### config.mk
export PLATFORM = sky130hd
export DESIGN_NAME = uart_rx_fifo
export DESIGN_NICKNAME = d
export VERILOG_FILES = /design/src/rtl/uart_rx_fifo.sv
export SDC_FILE = /design/constraint.sdc
export NUM_CORES = 1
export LEC_CHECK = 0
export ABC_AREA = 1
export BUFFER_PORTS_ARGS = -buffer_cell sky130_fd_sc_hd__buf_4
export CAP_MARGIN = 10
export CORE_ASPECT_RATIO = 1.1
export CORE_MARGIN = 3
export CORE_UTILIZATION = 36
export CTS_CLUSTER_DIAMETER = 30
export CTS_CLUSTER_SIZE = 10
export DETAILED_ROUTE_END_ITERATION = 16
export GPL_TIMING_DRIVEN = 0
export PLACE_DENSITY = 0.51
export SETUP_SLACK_MARGIN = 0.3
export SLEW_MARGIN = 5
export SYNTH_ARGS = -nofsm -noshare
export SYNTH_HDL_FRONTEND = slang
export SYNTH_SLANG_ARGS = --single-unit
### constraint.sdc
create_clock -name HCLK -period 7.46 [get_ports HCLK]
set_input_delay 0.746 -clock HCLK [delete_from_list [all_inputs] [get_ports HCLK]]
set_output_delay 0.746 -clock HCLK [all_outputs]
set_load 0.02 [all_outputs]
### src/rtl/uart_rx_fifo.sv
// uart_rx_fifo: 16x-oversampled 8N1 UART receiver feeding a first-word-fall-through byte FIFO
module uart_rx_fifo #(
  parameter int FIFO_DEPTH = 8
) (
  input  logic        HCLK,
  input  logic        HRESETn,
  input  logic        en,
  input  logic [15:0] prescale,
  input  logic        rx,
  output logic [7:0]  rd_data,
  output logic        rd_valid,
  input  logic        rd_ready,
  output logic [4:0]  level,
  output logic        frame_err,
  output logic        overrun,
  input  logic        err_clr
);
  localparam int AW = $clog2(FIFO_DEPTH);
  localparam logic [4:0] FULL = 5'(FIFO_DEPTH);
  typedef enum logic [1:0] {IDLE, START, DATA, STOP} state_t;
  state_t state_q, state_d;
  logic rx_s1_q, rx_s2_q, rx_d_q;
  logic [15:0] cnt_q, cnt_d;
  logic [3:0] os_q, os_d;
  logic [2:0] bit_q, bit_d;
  logic [7:0] sh_q, sh_d;
  logic brk_q, brk_d;
  logic tick, fall, start, st_smp, bit_smp, stop_smp, push, ferr_set;
  logic [7:0] mem_q [FIFO_DEPTH];
  logic [AW-1:0] wp_q, rp_q;
  logic [4:0] level_q, level_d;
  logic frame_err_q, overrun_q;
  logic full, pop, wr, ovr_set;
  assign tick = cnt_q == prescale;
  assign fall = rx_d_q && !rx_s2_q;
  assign start = (state_q == IDLE) && (state_d == START);
  always_ff @(posedge HCLK or negedge HRESETn)
    if (!HRESETn) state_q <= IDLE;
    else state_q <= state_d;
  always_comb begin
    state_d = state_q;
    unique case (state_q)
      IDLE:  if (fall) state_d = START;
      START: if (st_smp) state_d = rx_s2_q ? IDLE : DATA;
      DATA:  if (bit_smp && bit_q == 3'd7) state_d = STOP;
      STOP:  if ((brk_q || stop_smp) && rx_s2_q) state_d = IDLE;
      default: state_d = IDLE;
    endcase
    if (!en) state_d = IDLE;
  end
  // A low stop bit parks the FSM in STOP (brk_q) until the line returns high
  always_comb begin
    st_smp   = en && state_q == START && tick && os_q == 4'd7;
    bit_smp  = en && state_q == DATA && tick && os_q == 4'd15;
    stop_smp = en && state_q == STOP && tick && os_q == 4'd15 && !brk_q;
    push     = stop_smp && rx_s2_q;
    ferr_set = stop_smp && !rx_s2_q;
  end
  always_comb begin
    cnt_d = (start || tick) ? 16'd0 : cnt_q + 16'd1;
    os_d  = (start || st_smp) ? 4'd0 : (tick && state_q != IDLE) ? os_q + 4'd1 : os_q;
    bit_d = start ? 3'd0 : bit_smp ? bit_q + 3'd1 : bit_q;
    sh_d  = bit_smp ? {rx_s2_q, sh_q[7:1]} : sh_q;
    brk_d = (state_d == STOP) && (brk_q || ferr_set);
  end
  always_ff @(posedge HCLK or negedge HRESETn)
    if (!HRESETn) begin
      rx_s1_q <= 1'b1;
      rx_s2_q <= 1'b1;
      rx_d_q  <= 1'b1;
      cnt_q   <= '0;
      os_q    <= '0;
      bit_q   <= '0;
      sh_q    <= '0;
      brk_q   <= 1'b0;
    end else begin
      rx_s1_q <= rx;
      rx_s2_q <= rx_s1_q;
      rx_d_q  <= rx_s2_q;
      cnt_q   <= cnt_d;
      os_q    <= os_d;
      bit_q   <= bit_d;
      sh_q    <= sh_d;
      brk_q   <= brk_d;
    end
  assign full    = level_q == FULL;
  assign pop     = rd_valid && rd_ready;
  assign wr      = push && (!full || pop);
  assign ovr_set = push && full && !pop;
  assign level_d = level_q + {4'd0, wr} - {4'd0, pop};
  always_ff @(posedge HCLK)
    if (wr) mem_q[wp_q] <= sh_q;
  // Pointers wrap naturally because the depth is a power of two
  always_ff @(posedge HCLK or negedge HRESETn)
    if (!HRESETn) begin
      wp_q        <= '0;
      rp_q        <= '0;
      level_q     <= '0;
      frame_err_q <= 1'b0;
      overrun_q   <= 1'b0;
    end else begin
      wp_q        <= wp_q + AW'(wr);
      rp_q        <= rp_q + AW'(pop);
      level_q     <= level_d;
      frame_err_q <= ferr_set || (frame_err_q && !err_clr);
      overrun_q   <= ovr_set || (overrun_q && !err_clr);
    end
  assign rd_valid  = level_q != 5'd0;
  assign rd_data   = rd_valid ? mem_q[rp_q] : 8'h00;
  assign level     = level_q;
  assign frame_err = frame_err_q;
  assign overrun   = overrun_q;
endmodule

## Word-level counts from Yosys, hierarchy flattened

Memories as Yosys holds them, arrays and structs flattened.
Cells that the tools add are included.

| word-level totals | value |
|---|---|
| register bits after elaboration | 50 |
| bits in writable memories | 64 |
| input bits | 22 |
| output and inout bits | 16 |
| word-level logic and storage cells | 88 |
| memories kept | 1 |

| operators by class | value |
|---|---|
| $add $sub $neg | 7 |
| equality and inequality tests | 10 |
| multiplexer cells | 15 |
| reduce and logical (&&, ||, !) cells | 41 |

Memory list:

| memory | depth | width | read ports | clocked after memory_dff | write ports | line | text |
|---|---|---|---|---|---|---|---|
| mem_q | 8 | 8 | 1 | 0 | 1 | 29 | `logic [7:0] mem_q [FIFO_DEPTH];` |

Operator list:

| operator | number |
|---|---|
| 1-bit logical AND | 24 |
| 16-bit by 1-bit adder with 16-bit output (second input constant) | 1 |
| 16-bit == test | 1 |
| 16-bit 2-to-1 mux | 1 |
| 2-bit 2-to-1 mux | 6 |
| 4-bit 2-to-1 mux | 2 |
| 8-bit 2-to-1 mux | 1 |
| 2-bit one-hot mux with 4 select lines | 1 |
| 1-bit logical OR | 7 |
| 3-bit by 1-bit adder with 3-bit output | 2 |
| 2-bit == test (second input constant) | 3 |
| 3-bit 2-to-1 mux | 2 |
| 2-bit nonzero test | 3 |
| 5-bit by 1-bit adder with 5-bit output | 1 |
| 5-bit by 4-bit == test with 1-bit output (second input constant) | 1 |
| 1-bit zero test | 5 |
| 5-bit nonzero test | 1 |
| 5-bit by 1-bit subtractor with 5-bit output | 1 |
| 4-bit by 1-bit adder with 4-bit output (second input constant) | 1 |
| 2-bit by 1-bit == test with 1-bit output (second input constant) | 2 |
| 4-bit by 3-bit == test with 1-bit output (second input constant) | 1 |
| 4-bit == test (second input constant) | 1 |
| 3-bit by 1-bit adder with 3-bit output (second input constant) | 1 |
| 3-bit == test (second input constant) | 1 |
| 2 further kinds | 3 |

## Depth between registers and ports, before layout

| depth | value |
|---|---|
| word-level depth | 14 |
| depth in mapped cells | 17 |
| mapped depth without buffers | 17 |

## Worst setup path after synthesis

Ideal clock, no wire load.

| timing path | value |
|---|---|
| path type | in2reg |
| from | in prescale[1] |
| to | reg level_q[4], in the netlist level[4] |
| setup time | 128 ps |
| data arrival time | 2826 ps |
| data required time | 7332 ps |
| path slack | 4506 ps |
| cell stages on the path | 16 |
| buffers on the path | 0 |
| cell sequence | nor2_1 nor2_1 nor2_1 nand2_1 nor2_8 nand3_2 nor2_4 nand3_1 ha_1 inv_1 ha_1 inv_1 fa_1 o21ai_0 a21oi_1 xor2_1 |

| between the ends | value |
|---|---|
| word-level cells in the longest chain between the ends | 8 |

Ends and longest elaborated chain:

| what | line | text |
|---|---|---|
| from (decl) | 8 | `input logic [15:0] prescale,` |
| 16-bit == test | 34 | `assign tick = cnt_q == prescale;` |
| 1-bit logical AND (3 in series) | 55 | `stop_smp = en && state_q == STOP && tick && os_q == 4'd15 && !brk_q;` |
| 1-bit logical AND | 56 | `push = stop_smp && rx_s2_q;` |
| 1-bit logical AND | 88 | `assign wr = push && (!full \|\| pop);` |
| 5-bit by 1-bit adder with 5-bit output | 90 | `assign level_d = level_q + {4'd0, wr} - {4'd0, pop};` |
| 5-bit by 1-bit subtractor with 5-bit output | 90 |  |
| net level_d[4] | 31 | `logic [4:0] level_q, level_d;` |
| to (signal assigned) | 104 | `level_q <= level_d;` |
| to (decl) | 31 |  |

The timed path passes the listed nets, and every way through them passes these cells.
A chain may end at the register's enable or synchronous reset.

## Worst setup path in the final report

| timing path | value |
|---|---|
| from | reg level_q[3], in the netlist level[3] |
| to | reg level_q[4], in the netlist level[4] |

| between the ends | value |
|---|---|
| word-level cells in the longest chain between the ends | 6 |
| elaborated cells between the ends (all ways) | 8 |
| those cells by class | add/sub: 2; eq/ne: 1; reduce/logical: 5 |

Ends and longest elaborated chain:

| what | line |
|---|---|
| 5-bit by 4-bit == test with 1-bit output or 5-bit nonzero test (tied branches) | 86, 108 |
| 1-bit zero test or 1-bit logical AND (tied branches) | 88, 87 |
| 1-bit logical OR | 88 |
| 1-bit logical AND | 88 |
| 5-bit by 1-bit adder with 5-bit output | 90 |
| 5-bit by 1-bit subtractor with 5-bit output (*) | 90 |
| net level_d[4] | 31 |

Mark *: on every way through the listed nets, which the timed path passes. The rest lies on a longest branch.

==> run metrics <==
Routed wire per std cell 14.4 µm; worst setup path startpoint level[3]; RSZ-0062 raised after global routing false; nets@finish 633; TNS Setup 0 ps; crit path buf inv count 3; PostCTS Resize Cnt 0; CP endpoint kind register; Slew headroom 24.9%; FF-to-FF path depth 14; PD cells 342 nW/µm²; final wirelength 11500 µm; FMAX 318 MHz; Die Y 133 µm; Async SR Flop Fraction 43.9%; met1 capacity usage during global routing 19.1%; end of the critical path level[4]; clk root buf clkbuf_16; number of global-route vias before repair 3852; multiplexer share of the synthesized area 0.283%; critical path's slowest cell dfrtp_1; YS warnings 0; Synth Area in Compound Gates 7.91%; max_cap viols 0; WS Path Type register to register; placed instance count 763; fin util 45.6%; Tightest Hold Check Type input pin to async pin; R2R Setup Slk 4320 ps; Worst Setup Start Kind register; first-pass GRT wire length 19400 µm; Ports 38; mapped cell area 5300 µm²; Peak supply drop 117 µV; core box area 14100 µm²; grt met2 use 25.7%; H-tree level count 4; DRC violations left 0; gr ovfl total 0; Detailed Route Iter0 Violations 211; Pre-antenna DRT Iters 6; Starting Density 37.5%; Max FO, Critical Path 10; pin count of the biggest net entering global routing 51; #FFs+latches synth 114; Antenna Cells 0; Worst Skew 7.06 ps; Die ar. 16200 µm²; status finished clean; GRT met3 Usage 3.86%; layout cells sized above 1 16.3%; initial antenna violation count 0; Leak 2.86 nW; via count 3739; Cell variety after synth 38; post-synthesis adder-cell area fraction 3.92%; worst-path cell chain inv_1 -> ha_1 -> nand3_1 -> nand2_1 -> nand4_1 -> nand3_1 -> ha_1 -> inv_1 -> ha_1 -> inv_1 -> fa_1 -> o21ai_0 -> a21oi_1 -> xor2_1; Setup-failing EPs final 0; crit-path max cell delay 420 ps; Power Total 2.21 mW; CTS tree built; final hold viol count 0; Mapped Cells 535; max-slew violations 0; Seq/Total Area, Yosys 59.9%; number of flops mapped to enable cells by yosys 64; fraction of the mapped netlist area in simple logic gates 19.9%; layout filler cell count 1336; CTS Hold Bufs 0; gr busiest metal met2; Die X 122 µm; Hold WS 356 ps; clk sink count 114; row count 45; Tcrit/Tclk final 42.1%; gr usage total 15.7%; Bufs on Longest Clock Path 2; final cell count without fillers 794; Routed Antenna Nets 0; Worst-Skew Late Latency 410 ps; area grow syn2layout 21.7%; Synthesized Nets 573; CP Data Arrival Time 3430 ps; Top FF cell, synth edfxtp_1; port bufs 37; Data required, critical path 7750 ps; Syn Area/Cell 9.91 µm²; vias per cell 4.71; FF-to-FF End level[4]; Reg-to-Reg Start level[3]; stages on the worst setup path 14; clk slew on worst S/H paths 50 ps; largest family of logic cells by synthesized area simple AND/OR/NAND/NOR gates; placed wire-length estimate 7970 µm; Worst-Margin Slew 1120 ps; CP delay by family, top simple AND/OR/NAND/NOR gates; postcts setup bufs 0; minimum clock period 3140 ps; Post-Synth XOR/XNOR Area 2.48%; CTS Buf Count 17; GP Congestion 0.881
==> placed cells by master (no fill, tap or decap), types with 3 or more instances in the layout <==
cell	n
xor2_1	13
buf_4	40
clkbuf_1	9
inv_2	5
a31oi_1	8
dfrtp_1	47
nor3_2	3
o22ai_1	8
nand4_1	5
nor2_1	88
nor3b_1	4
o21ai_1	5
inv_1	60
ha_1	15
bufinv_16	4
nand3_1	17
nand2_1	85
dfstp_2	3
nor3_1	15
clkbuf_16	17
nand2_2	3
nor2_2	4
o21ai_0	44
edfxtp_1	64
a21oi_1	10
clkinv_2	3
==> how the worst min path moves through the flow <==
stage / to / cells after the start
2_1_floorplan: rx_s2_q / 0
3_3_place_gp: rx_s2_q / 0
3_5_place_dp: rx_s2_q / 0
4_1_cts: rx_s2_q / 0
5_1_grt: rx_s2_q / 0
6_report: os_q[0] / 1
==> where the power goes <==
group / total, mW / internal [mW] / switching (mW)
clock: 0.822 / 0.549 / 0.273
combinational: 0.613 / 0.232 / 0.381
sequential: 0.771 / 0.712 / 0.0594
total: 2.21 / 1.49 / 0.714
==> state kept, by name, summed over array words and instances, names as in the netlist, 2 cells and up <==
signal / cells
sh_q: 8
state_q: 2
mem_q: 64
wp_q: 3
cnt_q: 16
bit_q: 3
os_q: 4
level: 5
rp_q: 3
==> layer usage <==
metal / wire length, µm / share of wire [%]
met5: 0 / 0
met4: 365 / 3.2
met3: 373 / 3.3
met2: 5640 / 49
met1: 5080 / 44
==> synth_stat cells, types with 8 or more instances <==
cell type | count | share of area [%]
ha_1 | 15 | 3.5
a31oi_1 | 8 | 0.94
o22ai_1 | 8 | 0.94
nand3_1 | 17 | 1.6
xor2_1 | 13 | 2.1
inv_1 | 60 | 4.2
dfrtp_1 | 47 | 22
clkbuf_1 | 8 | 0.57
o21ai_0 | 44 | 4.2
nand2_1 | 85 | 6.0
nor3_1 | 18 | 1.7
edfxtp_1 | 64 | 36
nor2_1 | 88 | 6.2
a21oi_1 | 10 | 0.94
==> metrics by stage <==
| step | setup WS, ps | area (µm²) |
|---|---|---|
| 2_1_floorplan | 4510 | 5300 |
| 3_3_place_gp | 4070 | 5810 |
| 3_5_place_dp | 4030 | 5850 |
| 4_1_cts | 4270 | 6440 |
| 5_1_grt | 4020 | 6450 |
| 6_report | 4320 | 6450 |
==> cell families (layout without fill, tap and decap cells) <==
kind of cell	after synthesis	after routing
mux	1	1
flops	114	114
xor+xnor	15	15
fa+ha+maj	16	16
compound gates	78	78
simple gates	235	235
buf+inv	76	147
==> area by class of cell <==
type	instances	area [µm²]	share of cell area (%)
Clock inverter	12	166	2.58
Buffer	11	50.0	0.776
Timing Repair Buffer	41	305	4.73
Inverter	65	244	3.78
Multi-Input combinational cell	345	1840	28.6
Clock buffer	18	429	6.65
Tap cell	188	235	3.65
Sequential cell	114	3180	49.2
(Power assumes the default switching activity.)
